`src/rtl/uart_rx_controller_if.sv`:
```
// Host-side bundle of the UART receiver: baud strobe, enable and serial line in;
// received byte, status flags and busy out.
interface uart_rx_controller_if;
    logic       sampleEnable;
    logic       rxEnable;
    logic       rxD;
    logic [7:0] rxData;
    logic       rxValid;
    logic       parityError;
    logic       frameError;
    logic       rxBusy;

    modport slave (
        input  sampleEnable, rxEnable, rxD,
        output rxData, rxValid, parityError, frameError, rxBusy
    );

    modport master (
        output sampleEnable, rxEnable, rxD,
        input  rxData, rxValid, parityError, frameError, rxBusy
    );
endinterface

```
`src/rtl/uart_rx_controller.sv`:
```
// UART receive sequencer: oversampled start qualification, 8N data LSB-first,
// even-parity check, stop-bit check and break suppression.
module uart_rx_controller #(
    parameter int OVERSAMPLE = 16
) (
    input  logic                 clk,
    input  logic                 reset,
    uart_rx_controller_if.slave  bus
);
    localparam int CW = $clog2(OVERSAMPLE);
    localparam logic [CW-1:0] HALF_M1 = CW'(OVERSAMPLE / 2 - 1);
    localparam logic [CW-1:0] LAST    = CW'(OVERSAMPLE - 1);

    localparam logic [2:0] S_IDLE      = 3'd0;
    localparam logic [2:0] S_START     = 3'd1;
    localparam logic [2:0] S_DATA      = 3'd2;
    localparam logic [2:0] S_PARITY    = 3'd3;
    localparam logic [2:0] S_STOP      = 3'd4;
    localparam logic [2:0] S_DONE      = 3'd5;
    localparam logic [2:0] S_WAIT_HIGH = 3'd6;

    logic          sync1_q, sync1_d, sync2_q, sync2_d;
    logic [2:0]    state_q, state_d;
    logic [CW-1:0] sample_cnt_q, sample_cnt_d;
    logic [2:0]    bit_cnt_q, bit_cnt_d;
    logic [7:0]    shift_q, shift_d;
    logic          parity_bit_q, parity_bit_d;
    logic          stop_bit_q, stop_bit_d;
    logic [7:0]    rx_data_q, rx_data_d;
    logic          rx_valid_q, rx_valid_d;
    logic          parity_err_q, parity_err_d;
    logic          frame_err_q, frame_err_d;
    logic          line;
    logic          se;

    assign line = sync2_q;
    assign se   = bus.sampleEnable;

    always_comb begin
        sync1_d      = bus.rxD;
        sync2_d      = sync1_q;
        state_d      = state_q;
        sample_cnt_d = sample_cnt_q;
        bit_cnt_d    = bit_cnt_q;
        shift_d      = shift_q;
        parity_bit_d = parity_bit_q;
        stop_bit_d   = stop_bit_q;
        rx_data_d    = rx_data_q;
        rx_valid_d   = 1'b0;
        parity_err_d = parity_err_q;
        frame_err_d  = frame_err_q;

        case (state_q)
            S_IDLE: begin
                if (se && !line) begin
                    state_d      = S_START;
                    sample_cnt_d = '0;
                end
            end
            S_START: begin
                if (se) begin
                    if (sample_cnt_q == HALF_M1) begin
                        // Half a bit in: still low means a real start bit.
                        state_d      = line ? S_IDLE : S_DATA;
                        sample_cnt_d = '0;
                        bit_cnt_d    = '0;
                    end else begin
                        sample_cnt_d = sample_cnt_q + 1'b1;
                    end
                end
            end
            S_DATA, S_PARITY, S_STOP: begin
                if (se) begin
                    if (sample_cnt_q == LAST) begin
                        sample_cnt_d = '0;
                        if (state_q == S_DATA) begin
                            shift_d[bit_cnt_q] = line;
                            bit_cnt_d          = bit_cnt_q + 3'd1;
                            if (bit_cnt_q == 3'd7) state_d = S_PARITY;
                        end else if (state_q == S_PARITY) begin
                            parity_bit_d = line;
                            state_d      = S_STOP;
                        end else begin
                            stop_bit_d = line;
                            state_d    = S_DONE;
                        end
                    end else begin
                        sample_cnt_d = sample_cnt_q + 1'b1;
                    end
                end
            end
            S_DONE: begin
                rx_data_d    = shift_q;
                parity_err_d = parity_bit_q ^ (^shift_q);
                frame_err_d  = ~stop_bit_q;
                rx_valid_d   = 1'b1;
                state_d      = stop_bit_q ? S_IDLE : S_WAIT_HIGH;
            end
            S_WAIT_HIGH: begin
                // A held-low line (break) must go high before a new frame can start.
                if (se && line) state_d = S_IDLE;
            end
            default: state_d = S_IDLE;
        endcase

        // Disabling aborts any frame in flight, except one already being delivered.
        if (!bus.rxEnable && state_q != S_DONE) begin
            state_d      = S_IDLE;
            sample_cnt_d = '0;
            bit_cnt_d    = '0;
            rx_valid_d   = 1'b0;
        end
    end

    always_ff @(posedge clk) begin
        if (!reset) begin
            sync1_q      <= 1'b1;
            sync2_q      <= 1'b1;
            state_q      <= S_IDLE;
            sample_cnt_q <= '0;
            bit_cnt_q    <= '0;
            shift_q      <= '0;
            parity_bit_q <= 1'b0;
            stop_bit_q   <= 1'b1;
            rx_data_q    <= '0;
            rx_valid_q   <= 1'b0;
            parity_err_q <= 1'b0;
            frame_err_q  <= 1'b0;
        end else begin
            sync1_q      <= sync1_d;
            sync2_q      <= sync2_d;
            state_q      <= state_d;
            sample_cnt_q <= sample_cnt_d;
            bit_cnt_q    <= bit_cnt_d;
            shift_q      <= shift_d;
            parity_bit_q <= parity_bit_d;
            stop_bit_q   <= stop_bit_d;
            rx_data_q    <= rx_data_d;
            rx_valid_q   <= rx_valid_d;
            parity_err_q <= parity_err_d;
            frame_err_q  <= frame_err_d;
        end
    end

    assign bus.rxData      = rx_data_q;
    assign bus.rxValid     = rx_valid_q;
    assign bus.parityError = parity_err_q;
    assign bus.frameError  = frame_err_q;
    assign bus.rxBusy      = (state_q != S_IDLE) && (state_q != S_WAIT_HIGH);
endmodule

```
`src/flat_wrapper.sv`:
```
// flat-port wrapper written by rule: the top's interface ports become plain ports
module uart_rx_controller_flat 
#(
    parameter int OVERSAMPLE = 16
)
  (clk, reset, bus_sampleEnable, bus_rxEnable, bus_rxD, bus_rxData, bus_rxValid, bus_parityError, bus_frameError, bus_rxBusy);
  uart_rx_controller_if bus_i ();
  input  logic clk;
  input  logic reset;
  input wire logic [$bits(bus_i.sampleEnable)-1:0] bus_sampleEnable;
  input wire logic [$bits(bus_i.rxEnable)-1:0] bus_rxEnable;
  input wire logic [$bits(bus_i.rxD)-1:0] bus_rxD;
  output wire logic [$bits(bus_i.rxData)-1:0] bus_rxData;
  output wire logic [$bits(bus_i.rxValid)-1:0] bus_rxValid;
  output wire logic [$bits(bus_i.parityError)-1:0] bus_parityError;
  output wire logic [$bits(bus_i.frameError)-1:0] bus_frameError;
  output wire logic [$bits(bus_i.rxBusy)-1:0] bus_rxBusy;
  assign bus_i.sampleEnable = bus_sampleEnable;
  assign bus_i.rxEnable = bus_rxEnable;
  assign bus_i.rxD = bus_rxD;
  assign bus_rxData = bus_i.rxData;
  assign bus_rxValid = bus_i.rxValid;
  assign bus_parityError = bus_i.parityError;
  assign bus_frameError = bus_i.frameError;
  assign bus_rxBusy = bus_i.rxBusy;
  uart_rx_controller #(.OVERSAMPLE(OVERSAMPLE)) u_core (.clk(clk), .reset(reset), .bus(bus_i));
endmodule
```
`config.mk`:
```
export PLATFORM = sky130hd
export DESIGN_NAME = uart_rx_controller_flat
export DESIGN_NICKNAME = d
export VERILOG_FILES = /design/src/rtl/uart_rx_controller_if.sv /design/src/rtl/uart_rx_controller.sv /design/src/flat_wrapper.sv
export SDC_FILE = /design/constraint.sdc
export NUM_CORES = 1
export LEC_CHECK = 0
export BUFFER_PORTS_ARGS = -buffer_cell sky130_fd_sc_hd__buf_2
export CAP_MARGIN = 20
export CORE_MARGIN = 4
export CORE_UTILIZATION = 48
export CTS_BUF_LIST = sky130_fd_sc_hd__clkbuf_4 sky130_fd_sc_hd__clkbuf_8
export CTS_CLUSTER_DIAMETER = 50
export CTS_CLUSTER_SIZE = 20
export DETAILED_ROUTE_END_ITERATION = 12
export PLACE_DENSITY = 0.67
export SYNTH_ARGS = -nofsm -noshare
export SYNTH_HDL_FRONTEND = slang
export SYNTH_SLANG_ARGS = --single-unit
```
`constraint.sdc`:
```
create_clock -name clk -period 2.2 [get_ports clk]
set_clock_uncertainty 0.1 [all_clocks]
set_input_delay 0.22 -clock clk [delete_from_list [all_inputs] [get_ports clk]]
set_output_delay 0.22 -clock clk [all_outputs]
set_load 0.05 [all_outputs]
```
; ---- Yosys cells after proc, flatten, opt, wreduce, memory -nomap -nowiden
; Cells that the tools add are included.
[word_totals]
input_bits = 5
wordCells = 88
register_bits = 33
[op_classes]
n_bitwise = 5
n_addsub = 2
reduce_logical = 20
muxes = 28
n_lt_le_gt_ge = 2
n_eq_ne = 19
[ops]
columns = op, n
row1 = $mux W3, 14
row2 = $mux W4, 5
row3 = $pmux W3 S5, 1
row4 = $eq A3 B3 Y1 const B, 4
row5 = $pmux W4 S3, 1
row6 = $ne A2 B1 Y1 const B, 5
row7 = $reduce_and A5 Y1, 2
row8 = $ne A3 B3 Y1 const B, 3
row9 = $bwmux W8, 1
row10 = $reduce_and A4 Y1, 2
row11 = $reduce_xor A8 Y1, 1
row12 = $reduce_and A7 Y1, 1
row13 = $eq A3 B2 Y1 const B, 2
row14 = $pmux W3 S2, 1
row15 = $reduce_and A6 Y1, 1
row16 = $reduce_bool A3 Y1, 2
row17 = $logic_and A1 B1 Y1, 5
row18 = $add A4 B1 Y4 const B, 1
row19 = $eq A4 B3 Y1 const B, 1
row20 = $eq A4 B4 Y1 const B, 1
row21 = $lt A3 B4 Y1 const B, 1
row22 = $ne A2 B2 Y1 const B, 2
row23 = $not A1 Y1, 4
row24 = $add A3 B1 Y3 const B, 1
row25 = other kinds (11), 14

; ---- Longest topological paths before layout
; Gate-level depths: netlist of run 1.
[logic_depth]
depth_word = 6
depth_mapped = 7
ltp_nobuf = 7

; ---- Worst setup path before layout of run 1
; Ideal clock, no wire load.
[synth_timing]
kind = register -> register
start = register u_core.sample_cnt_q[0]
end = register u_core.shift_q[4]
t_arrival_ps = 1599
setup_time_ps = 116
path_slack_ps = 385
required_time_ps = 1984
path_stages_with_launch = 7
path_cell_list = dfxtp_1 -> ha_1 -> nand4_1 -> or4_4 -> nor3b_2 -> mux2i_1 -> nor2b_1
[synth_via]
elab_chain_cells = 2
[synth_rtl]
columns = element, line
row1 = start: declaration, uart_rx_controller.sv:24  ; logic [CW-1:0] sample_cnt_q, sample_cnt_d;
row2 = start signal: assignment, uart_rx_controller.sv:133  ; sample_cnt_q <= sample_cnt_d;
row3 = $eq A4 B4 Y1, uart_rx_controller.sv:74  ; if (sample_cnt_q == LAST) begin
row4 = $reduce_and A4 Y1 (no line), --
row5 = end signal: assignment, uart_rx_controller.sv:135  ; shift_q <= shift_d;
row6 = end: declaration, uart_rx_controller.sv:26  ; logic [7:0] shift_q, shift_d;
; Every way passes these cells.
; A chain may end at the register's enable or synchronous reset.

==> results.toml, run 1 <==
[worst_hold_path]
hold_depth = 2
hp-class = "primary input to flip-flop"

[logic_synthesis]
synth.area.mux_share_pct = 5.43
synth_top_family_by_area = "simple AND/OR/NAND/NOR gates"
synth.top_cells.by_area = "dfxtp_1 (40%), nand2_1 (7.2%), mux2i_1 (5.4%), xnor2_1 (4.8%), nor2b_1 (4.1%)"
synth_ff_type = "dfxtp_1"
synth_top_area_share_pct = 39.8
yosysTopAreaCell = "dfxtp_1"
synth_xor_xnor_area_share_pct = 5.28
async_reset_ff_share_pct = 0
ys_seq_area_share_pct = 39.8
synth_edf_count = 0
synth_cell_types = 43
yosysMostFrequentCell = "dfxtp_1"
synthAdderAreaFrac_pct = 2.26
synthCells = 193
ys_seq_elements = 33
synthTopCellsByCount = "dfxtp_1 (33), nand2_1 (32), a21oi_1 (12)"
synth_compound_area_share_pct = 15.4
syn_area_mm2 = 0.00166
syn-num-nets = 201
yosys.area_share.simple_pct = 27.1
ys_warn_count = 0
synth_area_per_cell_um2 = 8.60

[clock_network]
post-cts-setup-buffer-count = 0
clk_path_buf_depth = 2
htreeDepth = 2
cts_tree = "built"
clock_latency_ns = 0.33
cts_sinks = 33
cts-root-buf = "clkbuf_4"
cts_buffers = 5
path_clk_slew_ns = 0.10

[status]
status = "finished, final reports clean"

[timing]
finalMaxSlewViolations = 0
period_share_pct = 94.8
finalHoldViolations = 0
post-route-min-period_ns = 2.09
relSlewSlack_pct = 48.5
rsz0062_at_grt = "no"
timing.fmax_mhz = 479
worstMarginPinSlew_ns = 0.767
worst_hold_slack_ns = 0.0913
finalWorstSetupSlack_ns = 0.114
timing.setup.tns_ns = 0
setup-violations-final = 0

[worst_setup_path]
critPathKind = "flip-flop to flip-flop"
cp.depth = 7
critPathRequiredTime_ns = 2.33
worst-path-buf-inv = 0
slowest_stage = "dfxtp_1"
start_kind = "flip-flop"
crit_family = "flip-flops"
critical-path-max-stage-delay_ns = 0.51
path_cells = "ha_1, ha_1, a21oi_1, o21ai_0, a21oi_1, or3_1, mux2i_1"
cp_max_fo = 10
cp-end-kind = "flip-flop"
reg2reg_depth = 7
cp.arrival_ns = 2.22

[die]
dieArea_mm2 = 0.00446
ios = 17
coreArea_mm2 = 0.00334
fp-row-count = 21
fp.dieH_um = 66.8
die_x_um = 66.8
initial_core_util_pct = 49.7

[grt]
grt_antenna_before_repair = 0
grt_max_degree = 22
grt-ovfl-total = 0
grt_usage_pct = 17.1
first_global_vias = 1247
grt_first_pass_wirelength_mm = 5.64

[job]
cap_violations = 0

[pwr]
power.leakage_nw = 0.728
p_switching_mw = 0.233
swShare_pct = 20.5
finalPower_mw = 1.14
cellPowerDensity_mw_per_mm2 = 606
combPwrFrac_pct = 4.2
p_int_mw = 0.902
worst_ir_drop_vdd_mv = 0.414
pwr-share-clk_pct = 42.8
power_frac_seq_pct = 53.0

[routing]
drt-initial-drc-count = 53
routed_wl_mm = 3.29
wl_per_cell_um = 12.8
drt_pre_antenna_iters = 4
routed_via_density = 5.24
num_vias = 1346
ant_nets = 0
drc = 0

[placed_design]
hpwl_mm = 2.41
numPortBuffers = 16
pre_cts_ws_ns = 0.141
dp_cells = 248
gp_congestion = 0.771

[final_layout]
multi_input_area_um2 = 920
diodes = 0
nets = 218
area_delta_synth_final_pct = 12.9
n_fill_cell = 320
seq_area_um2 = 661
final_layout_size_suffix_gt1_share_pct = 17.5
layout.cells.non_filler = 257
-- sequential cells by signal (all words and copies together), names as in the netlist --
register	flops
u_core.bit_cnt_q	3
u_core.bus.frameError	1
u_core.bus.parityError	1
u_core.bus.rxData	8
u_core.bus.rxValid	1
u_core.line	1
u_core.parity_bit_q	1
u_core.sample_cnt_q	4
u_core.shift_q	8
u_core.state_q	3
u_core.stop_bit_q	1
u_core.sync1_q	1
-- power by group through the flow --
stage | registers (mW) | logic [mW] | clock network (mW)
finish | 0.602 | 0.0482 | 0.485
CTS | 0.602 | 0.0486 | 0.504
global placement | 0.615 | 0.0455 | 0
global route | 0.602 | 0.0535 | 0.517
floorplan | 0.614 | 0.0337 | 0
detailed placement | 0.616 | 0.0471 | 0
-- worst reg2reg max path, delay by kind of cell (launching register included) --
kind            cells  cell delay (ns)
flops               1             0.51
simple gates        1             0.44
mux                 1             0.15
compound gates      3             0.38
fa+ha+maj           2             0.40
-- through the flow --
step                      utilization [%]  instance area [µm²]
final                                56.1                 1870
after global routing                 56.1                 1870
after CTS                            56.1                 1870
after detailed placement             53.2                 1770
after global placement               53.2                 1770
after floorplan                         -                 1660
-- logic make-up (layout without fill, tap and decap cells) --
kind of cell / Yosys count / in the layout
AND/OR/NAND/NOR: 83 / 83
AO/OA/AOI/OAI: 39 / 39
flip-flops: 33 / 33
buffers and inverters: 16 / 34
XOR/XNOR: 10 / 10
multiplexers: 9 / 9
adder cells (fa/ha/maj): 3 / 3
-- path summary, 6_finish.rpt --
check	startpoint	end	slack [ns]
hold / removal	reset	u_core.shift_q[6]$_SDFFE_PN0P_	0.09
setup / recovery	u_core.bit_cnt_q[1]$_SDFFE_PP0P_	u_core.parity_bit_q$_SDFFE_PN0P_	0.11
setup reg to reg	u_core.bit_cnt_q[1]$_SDFFE_PP0P_	u_core.parity_bit_q$_SDFFE_PN0P_	0.11
hold reg to reg	u_core.sync1_q$_SDFF_PN1_	u_core.line$_SDFF_PN1_	0.32
-- routing by layer --
metal	track usage (%)	part of all wire [%]	up-vias
met3	5.06	6.3	5
met5	0	0	-
met1	21.6	46	614
met4	6.09	1.5	0
li1	-	-	698
met2	27.4	46	29
-- area by class of cell --
type	instances	area share, %
sequential	33	35.3
clock inverter	1	1.60
multi-input combinational	144	49.1
timing repair buffer	23	7.21
inverter	3	0.601
tap	46	3.07
clock buffer	7	3.14
-- layout by cell type (no fill, tap or decap), types with 2 or more instances in the layout --
cell / instances
dfxtp_1: 33
nand2_1: 32
buf_2: 16
a21oi_1: 12
nor2b_1: 11
mux2i_1: 9
xnor2_1: 9
o21ai_0: 8
a21boi_0: 8
nand3_1: 7
nor2_1: 6
clkbuf_4: 6
buf_4: 6
nand2b_1: 4
nand3b_1: 4
inv_1: 3
nor3_1: 3
ha_1: 3
or3_1: 2
nor3b_2: 2
or4b_1: 2
nor3b_1: 2
-- timing repair --
item,4_1_cts,5_1_grt
resized for setup,0,0
hold buffers,1,0
endpoints found under the hold margin,1,0
(Power assumes the default switching activity.)
==> run 2: changes to the inputs <==
- BUFFER_PORTS_ARGS: -buffer_cell sky130_fd_sc_hd__buf_2 -> unset
- DONT_BUFFER_PORTS: unset -> 1
- PLACE_DENSITY: 0.67 -> unset
==> run 2 against run 1 <==
Effect of this change:
- via count down 3.2%
- routed wire length up 2.5%
- largest power group unchanged
- cell area down 5.5%
- critical path type is now flip-flop to primary output
==> results.toml, run 2 (synthesized netlist as in run 1, its figures left out) <==
[placed_design]
hpwl_mm = 2.40
gp_congestion = 0.793
place_area_mm2 = 0.00169
pre_cts_ws_ns = 0.197
numPortBuffers = 0

[final_layout]
diodes = 0
nets = 203
area_delta_synth_final_pct = 6.71
final_cell_mix = "nand2_1 (32), dfxtp_1 (32), a21oi_1 (12), nor2b_1 (11)"
final_area_mm2 = 0.00177
final_layout_size_suffix_gt1_share_pct = 11.2

[timing]
relSlewSlack_pct = 44.8
rsz0062_at_grt = "no"
setup-violations-final = 0
timing.fmax_mhz = 498
worstMarginPinSlew_ns = 0.823
timing.setup.tns_ns = 0
post-route-min-period_ns = 2.01
finalHoldViolations = 0
finalWorstSetupSlack_ns = 0.191
period_share_pct = 91.3
finalMaxSlewViolations = 0

[worst_setup_path]
start_kind = "flip-flop"
critPathKind = "flip-flop to primary output"
critPathRequiredTime_ns = 1.88
cp.arrival_ns = 1.69
cp-end-kind = "primary output"
cp_max_fo = 12

[routing]
wl_per_cell_um = 13.9
drc = 0
drt_pre_antenna_iters = 4
drt-initial-drc-count = 85
routed_via_density = 5.38
routed_wl_mm = 3.37
ant_nets = 0
num_vias = 1303

[clock_network]
cts_buffers = 5
cts_sinks = 33
clk_path_buf_depth = 2
post-cts-setup-buffer-count = 0
cts_tree = "built"
cts-root-buf = "clkbuf_4"
path_clk_slew_ns = 0.11
htreeDepth = 2
clock_latency_ns = 0.34

[die]
coreArea_mm2 = 0.00334
fp-row-count = 21
initial_core_util_pct = 49.7
dieArea_mm2 = 0.00446
die_x_um = 66.8
ios = 17
fp.dieH_um = 66.8

[pwr]
power.leakage_nw = 0.632
worst_ir_drop_vdd_mv = 0.299
finalPower_mw = 0.985
cellPowerDensity_mw_per_mm2 = 556

[grt]
grt_max_degree = 25
grt-ovfl-total = 0
first_global_vias = 1266
grt_antenna_before_repair = 0
grt_usage_pct = 18.1
grt_first_pass_wirelength_mm = 5.94

[status]
status = "finished, final reports clean"

[worst_hold_path]
hp-class = "primary input to flip-flop"

[job]
cap_violations = 0
-- run 2: what timing repair did --
action / CTS / global route
hold buffers: 2 / 0
gates resized for setup: 0 / 1
endpoints found under the hold margin: 23 / 0
setup endpoints to repair: 0 / 1
-- run 2: per-layer routing --
layer	track usage (%)	up-vias	part of all wire (%)	wire [µm]
li1	-	666	-	-
met4	7.61	0	1.8	61
met3	5.56	6	5.0	169
met2	29.5	24	47	1590
met5	0	-	0	0
met1	22.0	607	46	1560
-- run 2: layout make-up --
class                   instances  area (µm²)
fillers                       348        1570
multi-input cells             144         920
flip-flops and latches         33         662
repair buffers                  8        65.1
well taps                      46        57.6
clock buffers                   5        37.5
clock inverters                 3        17.5
inverters                       3        11.3
-- run 2: stage by stage --
stage,hold slack (ns),cells,utilization (%)
after floorplan,0.193,193,-
after global placement,0.200,232,50.8
after detailed placement,0.200,232,50.8
after CTS,0.0867,242,53.0
after global routing,0.100,242,53.1
final,0.0936,242,53.1
-- run 2: path summary, 6_finish.rpt --
check | startpoint | to | slack [ns] | cells past startpoint
min reg2reg | u_core.sync1_q$_SDFF_PN1_ | u_core.line$_SDFF_PN1_ | 0.33 | 1
min | bus_sampleEnable | u_core.stop_bit_q$_SDFFE_PN1P_ | 0.09 | 2
max reg2reg | u_core.state_q[2]$_SDFFE_PP0P_ | u_core.bit_cnt_q[1]$_SDFFE_PP0P_ | 0.19 | 4
max | u_core.state_q[1]$_SDFFE_PP0P_ | bus_rxBusy | 0.19 | 3
-- run 2: power breakdown --
| group | switching [mW] | internal (mW) | leakage, nW |
|---|---|---|---|
| logic | 0.0261 | 0.0169 | 0.334 |
| clock network | 0.220 | 0.120 | 0.0310 |
| registers | 0.00245 | 0.599 | 0.267 |
| total | 0.248 | 0.737 | 0.632 |
-- run 2: worst max-delay path, cell delays in order (launching register included) --
cell     delay (ns)
dfxtp_1        0.44
buf_4          0.22
nor2b_1        0.25
or3_1          0.44
